$ cat config.mk
export PLATFORM = sky130hd
export DESIGN_NAME = ascon_result_fifo
export DESIGN_NICKNAME = d
export VERILOG_FILES = /design/src/rtl/ascon_result_fifo.sv
export SDC_FILE = /design/constraint.sdc
export NUM_CORES = 1
export LEC_CHECK = 0
export ABC_AREA = 1
export BUFFER_PORTS_ARGS = -buffer_cell sky130_fd_sc_hd__buf_2
export CAP_MARGIN = 20
export CORE_MARGIN = 10
export CORE_UTILIZATION = 45
export CTS_BUF_LIST = sky130_fd_sc_hd__clkbuf_4 sky130_fd_sc_hd__clkbuf_8
export CTS_CLUSTER_DIAMETER = 150
export DETAILED_ROUTE_END_ITERATION = 6
export PLACE_DENSITY_LB_ADDON = 0.15
export SYNTH_ARGS = -nofsm -noshare
export SYNTH_HDL_FRONTEND = slang
export SYNTH_SLANG_ARGS = --single-unit
$ cat constraint.sdc
create_clock -name clk -period 8 [get_ports clk]
set_input_delay 0.8 -clock clk [delete_from_list [all_inputs] [get_ports clk]]
set_output_delay 0.8 -clock clk [all_outputs]
set_load 0.005 [all_outputs]
$ cat src/rtl/ascon_result_fifo.sv
// ---------------------------------------------------------------------------
// ascon_result_fifo
//
// Holds 128-bit ciphertext/tag blocks from the Ascon core until the host
// drains them one byte at a time through the register front-end. The core
// pushes whole blocks. The host reads any byte of the head block, in any
// order, and as often as it likes. Reading byte 15 pops the head block.
//
// Ports
//   clk            block clock
//   reset          asynchronous, active-high reset
//   clear          synchronous flush (pointers, count, sticky flags)
//   wr_en          single-cycle push strobe, no backpressure
//   wr_data        block to push; byte 0 is the MSB byte
//   rd_strobe      single-cycle host byte-read strobe
//   rd_byte_idx    byte offset within the head block (0..15)
//   rd_data        registered read byte
//   rd_data_valid  pulses one cycle after rd_strobe
//   fifo_cnt       number of stored blocks
//   empty / full   registered status, consistent with fifo_cnt
//   overflow       sticky: push attempted while full
//   underflow      sticky: read attempted while empty
// ---------------------------------------------------------------------------
module ascon_result_fifo #(
  parameter int pDEPTH      = 8,
  parameter int pDATA_WIDTH = 128,
  parameter int pCNT_WIDTH  = 8
) (
  input  logic                   clk,
  input  logic                   reset,
  input  logic                   clear,
  input  logic                   wr_en,
  input  logic [pDATA_WIDTH-1:0] wr_data,
  input  logic                   rd_strobe,
  input  logic [3:0]             rd_byte_idx,
  output logic [7:0]             rd_data,
  output logic                   rd_data_valid,
  output logic [pCNT_WIDTH-1:0]  fifo_cnt,
  output logic                   empty,
  output logic                   full,
  output logic                   overflow,
  output logic                   underflow
);

  localparam int AW = (pDEPTH > 1) ? $clog2(pDEPTH) : 1;
  localparam int NB = pDATA_WIDTH / 8;

  typedef enum logic {IDLE, READING} state_t;

  logic [pDATA_WIDTH-1:0] mem [pDEPTH];

  logic [AW-1:0]         wr_ptr_q, wr_ptr_d;
  logic [AW-1:0]         rd_ptr_q, rd_ptr_d;
  logic [pCNT_WIDTH-1:0] cnt_q, cnt_d;
  logic                  empty_q, empty_d;
  logic                  full_q, full_d;
  logic                  ovf_q, ovf_d;
  logic                  unf_q, unf_d;
  logic [7:0]            rd_data_q, rd_data_d;
  logic                  rd_valid_q, rd_valid_d;
  state_t                state_q, state_d;

  logic                   push_ok;
  logic                   pop;
  logic [pDATA_WIDTH-1:0] head;
  logic [7:0]             head_bytes [16];

  // Full/empty are judged on the pre-edge registered values, so a push into
  // a full FIFO is dropped even if the same cycle pops.
  assign push_ok = wr_en & ~full_q;
  assign pop     = rd_strobe & ~empty_q & (rd_byte_idx == 4'd15);

  assign head = mem[rd_ptr_q];

  // Big-endian byte view of the head block; byte 0 is the MSB byte.
  generate
    for (genvar gi = 0; gi < 16; gi++) begin : g_head_bytes
      if (gi < NB) begin : g_byte
        assign head_bytes[gi] = head[pDATA_WIDTH-1-8*gi -: 8];
      end else begin : g_pad
        assign head_bytes[gi] = 8'h00;
      end
    end
  endgenerate

  always_comb begin
    wr_ptr_d   = wr_ptr_q;
    rd_ptr_d   = rd_ptr_q;
    cnt_d      = cnt_q;
    ovf_d      = ovf_q;
    unf_d      = unf_q;
    rd_data_d  = rd_data_q;
    rd_valid_d = 1'b0;
    state_d    = state_q;

    if (clear) begin
      wr_ptr_d  = '0;
      rd_ptr_d  = '0;
      cnt_d     = '0;
      ovf_d     = 1'b0;
      unf_d     = 1'b0;
      rd_data_d = 8'h00;
      state_d   = IDLE;
    end else begin
      if (push_ok) begin
        wr_ptr_d = wr_ptr_q + AW'(1);
      end
      if (wr_en && full_q) begin
        ovf_d = 1'b1;
      end

      if (rd_strobe) begin
        rd_valid_d = 1'b1;
        if (empty_q) begin
          rd_data_d = 8'h00;
          unf_d     = 1'b1;
        end else begin
          // Byte 15 returns the head byte before the pop takes effect.
          rd_data_d = head_bytes[rd_byte_idx];
          state_d   = (rd_byte_idx == 4'd15) ? IDLE : READING;
        end
      end

      if (pop) begin
        rd_ptr_d = rd_ptr_q + AW'(1);
      end

      case ({push_ok, pop})
        2'b10:   cnt_d = cnt_q + pCNT_WIDTH'(1);
        2'b01:   cnt_d = cnt_q - pCNT_WIDTH'(1);
        default: cnt_d = cnt_q;
      endcase
    end

    empty_d = (cnt_d == '0);
    full_d  = (cnt_d == pCNT_WIDTH'(pDEPTH));
  end

  always_ff @(posedge clk or posedge reset) begin
    if (reset) begin
      wr_ptr_q   <= '0;
      rd_ptr_q   <= '0;
      cnt_q      <= '0;
      empty_q    <= 1'b1;
      full_q     <= 1'b0;
      ovf_q      <= 1'b0;
      unf_q      <= 1'b0;
      rd_data_q  <= 8'h00;
      rd_valid_q <= 1'b0;
      state_q    <= IDLE;
    end else begin
      wr_ptr_q   <= wr_ptr_d;
      rd_ptr_q   <= rd_ptr_d;
      cnt_q      <= cnt_d;
      empty_q    <= empty_d;
      full_q     <= full_d;
      ovf_q      <= ovf_d;
      unf_q      <= unf_d;
      rd_data_q  <= rd_data_d;
      rd_valid_q <= rd_valid_d;
      state_q    <= state_d;
    end
  end

  // Storage has no reset. A push never lands on the head entry while it
  // holds data, because wr_ptr only equals rd_ptr when the FIFO is empty
  // or full, and a full FIFO refuses the push.
  always_ff @(posedge clk) begin
    if (push_ok && !clear) begin
      mem[wr_ptr_q] <= wr_data;
    end
  end

  assign rd_data       = rd_data_q;
  assign rd_data_valid = rd_valid_q;
  assign fifo_cnt      = cnt_q;
  assign empty         = empty_q;
  assign full          = full_q;
  assign overflow      = ovf_q;
  assign underflow     = unf_q;

endmodule

==> impl_metrics.env <==
export IMPL_status="finished clean"
export IMPL_fp_dieH_um=324.4
export IMPL_crit_path_start="rd_ptr_q[0]$_DFFE_PP0P_"
export IMPL_cts_resized=0
export IMPL_antenna_left=0
export IMPL_crit_required_ps=8770
export IMPL_synth_edf_count=1024
export IMPL_antenna_found_initial=42
export IMPL_slowest_delay_ps=720
export IMPL_die_w_um=324.4
export IMPL_clk_latency_ps=840
export IMPL_finalHoldViolations=0
export IMPL_hold_path_class="input port to flop"
export IMPL_io_pins=158
export IMPL_htreeDepth=4
export IMPL_reg2reg_from="rd_ptr_q[0]$_DFFE_PP0P_"
export IMPL_start_kind="flop"
export IMPL_dieArea_um2=105300
export IMPL_power_density_nw_per_um2=238.7
export IMPL_maxCapViolCount=0
export IMPL_clock_skew_ps=32.72
export IMPL_globalRouteMet1Util=0.2936
export IMPL_cts_tree="done"
export IMPL_use_met2=0.3303
export IMPL_num_vias=26810
export IMPL_period_share=0.5300
export IMPL_synthArstFlopShare=0.02569
export IMPL_wirelength_um=115100
export IMPL_crit_arrival_ps=5010
export IMPL_grt_pass1_wl_um=170900
export IMPL_grt_usage=0.2133
export IMPL_final_setup_viol_count=0
export IMPL_worst_pin_slew_ps=1117
export IMPL_synth_cells=3113
export IMPL_r2r_end="rd_data[6]$_DFFE_PP0P_"
export IMPL_ff2ff_setup_slack_ps=3760
export IMPL_ys_top_cells_by_count="edfxtp_1 (1024), nor2_1 (613), o21ai_0 (508), nand3_1 (172), o221ai_1 (151)"
export IMPL_yosys_register_bits=1051
export IMPL_drc=0
export IMPL_pre_cts_ws_ps=3772
export IMPL_setup_ws_ps=3760
export IMPL_grt_max_degree=219
export IMPL_cts_buffer_depth=3
export IMPL_worst_setup_path_type="flop to flop"
export IMPL_crit_path_end_kind="flop"
export IMPL_grt_pass1_vias=26370
export IMPL_synth_area_um2=41710
export IMPL_multi_input_area_um2=9069
export IMPL_drt_iter0_drc=2486
export IMPL_register_area_um2=31440
export IMPL_core_um2=91800
export IMPL_ir_worst_vdd_mv=0.1547
export IMPL_crit_path_frequent_cell="nand3_1"
export IMPL_ys_seq_area_frac=0.7535
export IMPL_dp_hpwl_um=58340
export IMPL_yosys_warnings=0
export IMPL_hold_path_endpoint="overflow$_DFFE_PP0P_"
export IMPL_nFillCells=7799
export IMPL_busiest_layer="met2"
export IMPL_routedWlPerCell_um=24.70
export IMPL_numCtsBuffers=172
export IMPL_path_clk_slew_ps=70
export IMPL_fmax_mhz=235.8
export IMPL_syn_nets=3254
export IMPL_synth_most_common_cell="edfxtp_1"
export IMPL_cp_max_fo=218
export IMPL_relSlewSlack=0.2546
export IMPL_critPathSlowestCell="buf_4"
export IMPL_synth_area_top_cells="edfxtp_1 (74%), o21ai_0 (6.1%), nor2_1 (5.5%), o221ai_1 (3.2%), nand3_1 (2.1%)"
export IMPL_hold_depth=3
export IMPL_nNetsFinal=3402
export IMPL_grt_overflow=0
export IMPL_yosys_area_top_type="edfxtp_1"
export IMPL_synth_cell_types=38
export IMPL_synthToLayoutAreaGrowth_pct=12.45
export IMPL_grt_met3_usage=0.05051
export IMPL_drtPass1Iterations=7
export IMPL_synth_top_cell_area_share=0.7372
export IMPL_rows=111
export IMPL_clock_sinks=1051
export IMPL_finalWeightedCongestion=0.7907
export IMPL_drive_gt1_frac=0.1500
export IMPL_rsz0062_at_grt="no"
export IMPL_viasPerCell=5.755
export IMPL_numPortBuffers=157
export IMPL_min_from="wr_en"
export IMPL_ys_flop_type="edfxtp_1"
export IMPL_syn_area_per_cell_um2=13.40
export IMPL_power_leakage_nw=15.58
export IMPL_cts_root_buf="clkbuf_8"
export IMPL_slew_violations=0
export IMPL_fin_crit_ps=4240
export IMPL_crit_chain="buf_4, buf_4, buf_12, o21ai_0, o221ai_1, nand3_1, nand3_1, nand3_1, nand2_1, nand3_1, nand2_1"
export IMPL_final_setup_tns_ps=0
export IMPL_reg2reg_depth=11
export IMPL_start_util=0.4543
## worst max-delay path by stage
stage	slack, ps	end
final	3760	rd_data[6]$_DFFE_PP0P_
after floorplan	650	mem[0][0]$_DFFE_PP_
after CTS	3750	rd_data[1]$_DFFE_PP0P_
after global placement	3790	rd_data[1]$_DFFE_PP0P_
after global routing	3460	rd_data[1]$_DFFE_PP0P_
after detailed placement	3770	rd_data[1]$_DFFE_PP0P_
## area by class of cell
class | count | area share
Inverter | 44 | 0.003868
Timing Repair Buffer | 197 | 0.02630
Clock inverter | 59 | 0.007363
Clock buffer | 254 | 0.06480
Multi-Input combinational cell | 1795 | 0.1934
Tap cell | 1243 | 0.03316
Antenna cell | 16 | 0.0008537
Sequential cell | 1051 | 0.6703
## power breakdown
group	total, mW	switching [mW]	internal (mW)	leakage [nW]
sequential	6.17	0.0326	6.14	9.60
clock	4.55	2.10	2.45	1.81
combinational	0.473	0.350	0.123	4.17
total	11.2	2.48	8.71	15.6
## repair_timing
action | CTS | global route
hold endpoints to repair | 5 | 0
buffers inserted | 0 | 0
hold buffers | 1 | 0
## kinds of logic (layout without fill, tap and decap cells)
| logic type | after synthesis | after routing | share of synthesized area |
|---|---|---|---|
| buffers and inverters | 267 | 554 | 0.03066 |
| flip-flops | 1051 | 1051 | 0.7535 |
| other | 0 | 16 | 0 |
| AND/OR/NAND/NOR | 942 | 942 | 0.09213 |
| adder cells (fa/ha/maj) | 4 | 4 | 0.001200 |
| XOR/XNOR | 2 | 2 | 0.0004201 |
| AO/OA/AOI/OAI | 847 | 847 | 0.1221 |
## registers in the layout, indices dropped and copies added, names as in the netlist
signal         flops
empty              1
fifo_cnt           8
full               1
mem             1024
overflow           1
rd_data            8
rd_data_valid      1
rd_ptr_q           3
underflow          1
wr_ptr_q           3
## per-layer routing
layer	part of all wire	vias up
met1	0.43	13530
met3	0.080	218
met2	0.46	956
met5	0.0017	-
li1	-	12080
met4	0.024	30
## placed cells by master, fill, tap and decap left out, types with 2 or more instances in the layout
cell           n
edfxtp_1    1024
nor2_1       605
o21ai_0      508
clkbuf_8     181
nand3_1      172
buf_2        157
o221ai_1     151
nand2_1      125
o211ai_1      79
clkbuf_4      73
o22ai_1       43
inv_1         36
clkinv_1      36
a21oi_1       34
buf_4         26
o21ai_1       24
dfrtp_1       23
diode_2       16
clkinv_2      14
nand4_1       12
buf_12        11
nor2_4         9
nor3_1         7
inv_8          5
inv_6          5
nand2_2        4
ha_1           4
nor3_2         3
o211ai_2       3
clkinv_8       3
dfrtp_4        3
nor2_2         2
xor2_1         2
clkinvlp_4     2
buf_6          2
## critical path: cells and delay by family (launching register included)
family | cells | cell delay [ps]
DFF | 1 | 680
AOI/OAI and AO/OA | 2 | 460
and+or+nand+nor | 6 | 800
buffers and inverters | 3 | 2030
## metrics by stage
stage / hold slack, ps / area (um^2) / instances / power (mW) / util
floorplan: 472.6 / 41710 / 3113 / 6.521 / -
global placement: 475.2 / 43440 / 4327 / 6.741 / 0.4732
detailed placement: 490.8 / 43470 / 4329 / 6.757 / 0.4735
CTS: 145.2 / 46860 / 4643 / 11.29 / 0.5105
global route: 187.6 / 46880 / 4652 / 11.61 / 0.5107
finish: 222.3 / 46900 / 4659 / 11.20 / 0.5109
Power figures use the tool's default switching activity.
